--- config.mk ---
export PLATFORM = sky130hd
export DESIGN_NAME = systolic_sequencer
export DESIGN_NICKNAME = d
export VERILOG_FILES = /design/src/rtl/systolic_pkg.sv /design/src/rtl/seq_addr_gen.sv /design/src/rtl/systolic_sequencer.sv
export SDC_FILE = /design/constraint.sdc
export NUM_CORES = 1
export LEC_CHECK = 0
export ABC_AREA = 1
export CORE_ASPECT_RATIO = 0.6
export CORE_MARGIN = 5
export CORE_UTILIZATION = 70
export CTS_BUF_LIST = sky130_fd_sc_hd__clkbuf_16
export DETAILED_ROUTE_END_ITERATION = 8
export DONT_BUFFER_PORTS = 1
export PLACE_DENSITY = 0.91
export SLEW_MARGIN = 20
export SYNTH_ARGS = -nofsm -noshare
export SYNTH_HDL_FRONTEND = slang
export SYNTH_SLANG_ARGS = --single-unit
--- constraint.sdc ---
create_clock -name clk -period 6.5 [get_ports clk]
set_input_delay 0.65 -clock clk [delete_from_list [all_inputs] [get_ports clk]]
set_output_delay 0.65 -clock clk [all_outputs]
set_load 0.05 [all_outputs]
--- src/rtl/systolic_pkg.sv ---
// Shared constants and state encoding for the systolic array sequencer.
package systolic_pkg;

  localparam int unsigned ADDR_W     = 11;
  localparam int unsigned DIM_W      = 5;
  localparam int unsigned BATCH_W    = 6;
  localparam int unsigned PIPE_EXTRA = 3;
  localparam int unsigned LAT_W      = 8;

  localparam logic [1:0] StIdle = 2'd0;
  localparam logic [1:0] StRun  = 2'd1;
  localparam logic [1:0] StDone = 2'd2;

  // Skew through the array plus the fixed buffer/PE register stages.
  function automatic logic [LAT_W-1:0] calc_latency(input logic [DIM_W-1:0] rows,
                                                    input logic [DIM_W-1:0] cols);
    return LAT_W'(rows) + LAT_W'(cols) + LAT_W'(PIPE_EXTRA);
  endfunction

endpackage

--- src/rtl/seq_addr_gen.sv ---
// Loadable, increment-on-enable address counter; wraps modulo 2^W.
module seq_addr_gen #(
  parameter int unsigned W = 11
) (
  input  logic         clk,
  input  logic         resetn,
  input  logic         load,
  input  logic [W-1:0] base,
  input  logic         inc,
  output logic [W-1:0] addr
);

  logic [W-1:0] addr_q;

  always_ff @(posedge clk or negedge resetn) begin
    if (!resetn) begin
      addr_q <= '0;
    end else if (load) begin
      addr_q <= base;
    end else if (inc) begin
      addr_q <= addr_q + W'(1);
    end
  end

  assign addr = addr_q;

endmodule

--- src/rtl/systolic_sequencer.sv ---
// Sequences one systolic array pass: activation reads, skewed psum read/write, done pulse.
module systolic_sequencer
  import systolic_pkg::*;
(
  input  logic               clk,
  input  logic               resetn,
  input  logic               weight_transfer,
  input  logic               systolic_start,
  input  logic [DIM_W-1:0]   last_row,
  input  logic [DIM_W-1:0]   last_col,
  input  logic [ADDR_W-1:0]  activations_addr_start,
  input  logic [ADDR_W-1:0]  partialsums_addr_start,
  input  logic [BATCH_W-1:0] batch,
  input  logic               accumulate,
  output logic               weight_load,
  output logic               act_rd_en,
  output logic [ADDR_W-1:0]  act_rd_addr,
  output logic               psum_rd_en,
  output logic [ADDR_W-1:0]  psum_rd_addr,
  output logic               psum_wr_en,
  output logic [ADDR_W-1:0]  psum_wr_addr,
  output logic               psum_accum,
  output logic               busy,
  output logic               done,
  output logic               start_dropped
);

  logic [1:0]         state_q, state_d;
  logic [LAT_W-1:0]   cnt_q, cnt_d;
  logic [LAT_W-1:0]   lat_q;
  logic [BATCH_W-1:0] batch_q;
  logic               accum_q;
  logic               weight_pend_q, weight_pend_d;
  logic               start_pend_q, start_pend_d;
  logic               weight_load_q, weight_load_d;
  logic               start_dropped_q, start_dropped_d;
  logic               snap_en;

  logic             in_run;
  logic [LAT_W-1:0] n_ext;
  logic [LAT_W-1:0] cnt_ahead;
  logic             last_cycle;

  assign in_run     = (state_q == StRun);
  assign n_ext      = LAT_W'(batch_q);
  assign cnt_ahead  = cnt_q + LAT_W'(1);
  assign last_cycle = (cnt_q == lat_q + n_ext - LAT_W'(1));

  // Reads lead writes by one cycle so read data lines up with the array output.
  assign act_rd_en  = in_run && (cnt_q < n_ext);
  assign psum_wr_en = in_run && (cnt_q >= lat_q) && (cnt_q < lat_q + n_ext);
  assign psum_rd_en = in_run && accum_q && (cnt_ahead >= lat_q) && (cnt_ahead < lat_q + n_ext);

  assign busy          = in_run;
  assign done          = (state_q == StDone);
  assign weight_load   = weight_load_q;
  assign start_dropped = start_dropped_q;
  assign psum_accum    = accum_q;

  always_comb begin
    state_d         = state_q;
    cnt_d           = cnt_q;
    weight_pend_d   = weight_pend_q;
    start_pend_d    = start_pend_q;
    weight_load_d   = 1'b0;
    start_dropped_d = 1'b0;
    snap_en         = 1'b0;

    case (state_q)
      StIdle: begin
        if (weight_pend_q || weight_transfer) begin
          weight_load_d = 1'b1;
          weight_pend_d = 1'b0;
          if (systolic_start) begin
            start_pend_d = 1'b1;
          end
        end else if (start_pend_q || systolic_start) begin
          start_pend_d = 1'b0;
          snap_en      = 1'b1;
          cnt_d        = '0;
          state_d      = (batch == '0) ? StDone : StRun;
        end
      end
      StRun: begin
        cnt_d = cnt_ahead;
        if (last_cycle) begin
          state_d = StDone;
        end
      end
      StDone:  state_d = StIdle;
      default: state_d = StIdle;
    endcase

    // Outside IDLE, weight requests queue but starts are rejected.
    if (state_q != StIdle) begin
      if (weight_transfer) begin
        weight_pend_d = 1'b1;
      end
      if (systolic_start) begin
        start_dropped_d = 1'b1;
      end
    end
  end

  always_ff @(posedge clk or negedge resetn) begin
    if (!resetn) begin
      state_q         <= StIdle;
      cnt_q           <= '0;
      lat_q           <= '0;
      batch_q         <= '0;
      accum_q         <= 1'b0;
      weight_pend_q   <= 1'b0;
      start_pend_q    <= 1'b0;
      weight_load_q   <= 1'b0;
      start_dropped_q <= 1'b0;
    end else begin
      state_q         <= state_d;
      cnt_q           <= cnt_d;
      weight_pend_q   <= weight_pend_d;
      start_pend_q    <= start_pend_d;
      weight_load_q   <= weight_load_d;
      start_dropped_q <= start_dropped_d;
      if (snap_en) begin
        lat_q   <= calc_latency(last_row, last_col);
        batch_q <= batch;
        accum_q <= accumulate;
      end
    end
  end

  seq_addr_gen #(.W(ADDR_W)) u_act_addr (
    .clk    (clk),
    .resetn (resetn),
    .load   (snap_en),
    .base   (activations_addr_start),
    .inc    (act_rd_en),
    .addr   (act_rd_addr)
  );

  seq_addr_gen #(.W(ADDR_W)) u_psum_rd_addr (
    .clk    (clk),
    .resetn (resetn),
    .load   (snap_en),
    .base   (partialsums_addr_start),
    .inc    (psum_rd_en),
    .addr   (psum_rd_addr)
  );

  seq_addr_gen #(.W(ADDR_W)) u_psum_wr_addr (
    .clk    (clk),
    .resetn (resetn),
    .load   (snap_en),
    .base   (partialsums_addr_start),
    .inc    (psum_wr_en),
    .addr   (psum_wr_addr)
  );

endmodule

### After elaboration in Yosys (flattened, before gate mapping)

Cells that the tools add are included.

* bits in registers: 62
* input port bits: 43
* output and inout port bits: 41
* word-level logic and storage cells: 79

* add/sub/neg operators: 8
* order comparisons: 5
* equality and inequality tests: 7
* muxes and demuxes: 28
* reductions and logical operators: 19

Operators with widths (number)
* two-way mux 11 bit: 6
* adder 11 x 1 -> 11 bit, second input constant: 3
* greater-or-equal comparator 8 bit: 2
* < comparator 8 bit: 2
* two-way mux 8 bit: 2
* one-hot mux 8 bit (2 select lines): 1
* two-way mux 1 bit: 14
* nonzero test 2 bit: 6
* AND reduction 3 bit: 3
* adder 8 x 1 -> 8 bit, second input constant: 1
* adder 8 x 6 -> 8 bit: 1
* equality test 8 bit: 1
* < comparator 8 x 6 -> 1 bit: 1
* two-way mux 2 bit: 4
* subtractor 8 x 1 -> 8 bit, second input constant: 1
* adder 6 x 2 -> 7 bit, second input constant: 1
* adder 5 x 5 -> 6 bit: 1
* logical AND 1 bit: 6
* zero test 6 bit: 1
* inequality test 2 bit, second input constant: 3
* one-hot mux 2 bit (2 select lines): 1
* equality test 2 x 1 -> 1 bit, second input constant: 1
* equality test 2 bit, second input constant: 1
* zero test 2 bit: 1
* 2 further kinds: 3

### Longest topological paths before layout

* word-level depth: 6
* mapped depth: 20
* mapped depth without buffers: 19

### By module

A second synthesis with hierarchy kept.

* cell total of the unflattened synthesis: 661
* area, all modules: 4894.7 um^2

Modules (own cells, without submodules)
* systolic_sequencer: instances 1, cells an instance 397, area each 2879.0 um^2, seq. area each 700.7 um^2
* seq_addr_gen: instances 3, cells an instance 88, area each 671.9 um^2, seq. area each 275.3 um^2

### Least setup slack after synthesis

No wires, ideal clock.

* path kind: register to output
* start point: reg lat_q[2]
* end point: out psum_wr_en
* arrival time: 2529 ps
* data required time: 5850 ps
* setup slack: 3321 ps
* stages on the path, launching flop included: 17
* path buffers: 1
* path through: dfrtp_1 > ha_1 > nand2_1 > nand3_1 > nand2_1 > nand2_1 > ha_1 > a21oi_1 > o21ai_0 > a21oi_1 > nand2_1 > nand3_1 > nand2_1 > nand2_1 > nand2_2 > buf_4 > inv_1

* longest elaborated chain between the ends: 3
* elaborated cells between the ends (all ways): 5
* classes of those cells: add/sub (1); order compare (2); reduce/logical (2)

RTL lines
* start: declaration: RTL line systolic_sequencer.sv:30 `logic [LAT_W-1:0] lat_q;`
* start signal: assignment: RTL line systolic_sequencer.sv:124 `lat_q <= calc_latency(last_row, last_col);`
* adder 8 x 6 -> 8 bit / greater-or-equal comparator 8 bit (equally long branches): RTL line systolic_sequencer.sv:51 `assign psum_wr_en = in_run && (cnt_q >= lat_q) && (cnt_q < lat_q + n_ext);`
* < comparator 8 bit / logical AND 1 bit (equally long branches): RTL line systolic_sequencer.sv:51
* logical AND 1 bit *: RTL line systolic_sequencer.sv:51
* end: declaration: RTL line systolic_sequencer.sv:20 `output logic psum_wr_en,`

Mark *: on every way between the ends. The rest lies on a longest branch, timed or not.

### Final worst setup path

Same ends and word-level chain as after synthesis.

==> metrics.txt <==
Synth Flop Type dfrtp_1; RSZ-0062 raised after global routing false; chip width around 120 µm; DR pass1 iterations 7; Cells after Synth between 700 and 800; total global-route track usage a little under a third; total number of vias 4,847; Crit Path Class flop to primary output; ANT cells 0; post-synthesis mux area share 0%; status complete, no violations; placer congestion estimate 0.973; Yosys warning count 0; postcts setup bufs 0; post-DR wirelength/cell approximately 16 µm; worst vdd ir just under 0.2 mV; RR Endpoint u_psum_wr_addr.addr[6]; EDFF count, synth 0; Overflow after GRT 0; worst reg2reg path depth 19; CP top delay family simple AND/OR/NAND/NOR gates; number of non-filler instances in the completed layout 797; via/cell ratio approximately 6.1; Area contributors post-synth dfrtp_1 31%, nand2_1 16%, ha_1 13%; routed wire length around 13 mm; Core ar. around 0.0067 mm²; # hold bufs at CTS 0; total CTS buffers 9; largest net degree at the start of global routing 66; maxcap violations 0; setup TNS 0 ns; Die Footprint 0.00883 mm²; Final #Nets approximately 800; critical path data arrival time approximately 3.2 ns; initial antenna violation count 0; Final Hold Viols 0; sequential element share of the synthesized area 31.2%; Post-DP HPWL approximately 10 mm; Sink Count 61; initial detailed-routing violation count 482; WP buf/inv 1; Filler Cells Inserted between 500 and 600; Clk Latency, worst-skew pair 0.33 ns; share of cells above drive strength 1 about 5.1%; Critical Path RT 5.85 ns; post-layout min period between 3 and 4 ns; Post-Synth Simple-Gate Area around a third; count leader, synth nand2_1; CP most frequent cell nand2_1; crit path launch lat_q[2]; count of buffers from port buffering 0; Max clock buf depth 2; Hold Path Class input pin to asynchronous set/reset pin; CP max stage delay about 0.40 ns; crit-path max FO 13; clock root cell clkbuf_16; pwr dens 166 mW/mm²; syn_nets roughly 810; post-synthesis compound-gate area fraction 11.6%; Least-Margin Pin Slew between 1 and 1.5 ns; Synth top area share approximately 31%; CTS tree done; remaining routing DRC violations 0; Worst-path clk slew about 0.05 ns; ys async rst share 100%; crit end category primary output; post-synth cell types 37; Critical Path Stages 15; DIE HEIGHT between 70 and 80 µm; area share of fa/ha/maj cells after synthesis about 14%; area growth from synthesis to layout 6.36%; Row Count 23; antenna-violating nets left 0; vias in the first global route roughly 4,500; slowest library cell on the worst path dfrtp_1; Worst Clk Skew around 0.0077 ns; Max Fclk around 0.26 GHz; slew margin rel. 31.7%; reg-to-reg critical path startpoint lat_q[0]; final setup fails 0; Synth Cell Area about 0.005 mm²; XOR/XNOR Fraction of Synth Area under 10%; register bit total from synthesis roughly 60; Max Slew Vio Count 0; H-tree Lvls 3; Mean Syn Cell Area between 6 and 7 µm²; most common library cells after synthesis 212 x nand2_1, 98 x inv_1, 61 x dfrtp_1; worst-path cell chain ha_1 > nand2_1 > nand3_1 > nand2_1 > nand2_1 > ha_1 > a21oi_1 > o21ai_0 > a21oi_1 > nand2_1 > nand3_1 > nand2_1 > nand2_1 > nand2_2 > inv_1; global-route wire length before repair about 22 mm; largest family of logic cells by synthesized area simple AND/OR/NAND/NOR gates; Tcrit/Tclk final 59.4%; startpoint types flop; Cells after DPL slightly below 800; FF-to-FF setup slack approximately 3.5 ns; starting density of the core about 73%; Yosys top cell by area dfrtp_1; IO Count 84; Post-CTS Resized 0; Pleak 2.83 nW
[worst register-to-register path, cell delays in order (launching register included)]
cell and delay (ns):
dfrtp_1 0.40, ha_1 0.24, inv_1 0.07, fa_1 0.38, inv_1 0.10, nand2_1 0.06, nand2_1 0.13, inv_1 0.09
ha_1 0.28, nand2_1 0.04, o21ai_0 0.18, a21oi_1 0.09, nand2_1 0.07, nand3_1 0.06, nand2_1 0.06, nand2_1 0.07
nand2_2 0.23, nand2_2 0.22, nand2_1 0.13, nand2_1 0.05
[where the power goes]
part           switching [mW]  leakage, nW  total, mW  internal [mW]
registers             0.00146        0.704      0.382          0.381
clock network           0.167        0.136      0.457          0.290
logic                  0.0139         1.99     0.0244         0.0104
total                   0.183         2.83      0.864          0.681
[layer usage]
layer  track usage [%]  routed length [µm]
met1              42.1                5640
met5                 0                   0
met4              8.40                 198
met2              48.2                5640
met3              9.76                1600
[stage by stage]
step           setup slack (ns)  power (mW)  hold WS [ns]  util [%]  area [µm²]
4_1_cts                    2.68       0.867       0.00978      77.4        5210
3_5_place_dp               3.04       0.413         0.356      73.2        4930
2_1_floorplan              3.32       0.408         0.354         -        4900
3_3_place_gp               3.13       0.411         0.357      73.2        4930
6_report                   2.64       0.864        0.0174      77.4        5210
5_1_grt                    2.36       0.892       0.00380      77.4        5210
[flip-flops by register name (all words and copies together) (netlist names)]
name and flops:
u_act_addr.addr 11, weight_load 1, weight_pend_q 1, start_dropped 1
u_psum_rd_addr.addr 11, state_q 2, u_psum_wr_addr.addr 11, cnt_q 8
lat_q 7, start_pend_q 1, psum_accum 1, batch_q 6
[cell type report]
class / instances / area (µm²) / area share (%)
Clock buffer: 9 / 225 / 4.32
Clock inverter: 6 / 55.1 / 1.06
Inverter: 103 / 387 / 7.42
Multi-Input combinational cell: 529 / 2890 / 55.5
Sequential cell: 61 / 1530 / 29.3
Tap cell: 87 / 109 / 2.09
Timing Repair Buffer: 2 / 15.0 / 0.288
[worst max path at each step]
stage | to | slack (ns)
floorplan | psum_wr_en | 3.32
global placement | psum_rd_en | 3.13
detailed placement | psum_rd_en | 3.04
CTS | psum_wr_en | 2.68
global route | psum_wr_en | 2.36
finish | psum_wr_en | 2.64
[cell families (layout without fill, tap and decap cells)]
family	after synthesis	after routing
flip-flops	61	61
XOR/XNOR	11	11
AO/OA/AOI/OAI	99	99
buffers and inverters	119	120
AND/OR/NAND/NOR	366	366
adder cells (fa/ha/maj)	53	53
[placed cells by master, fill, tap and decap left out, drive strengths merged, types with 8 or more instances in the layout]
cell type	n
a21oi	25
clkbuf	9
dfrtp	61
ha	51
inv	103
nand2	218
nand3	61
nand4	12
nor2	60
nor3	8
o21ai	42
o22ai	11
(Power assumes the default switching activity.)
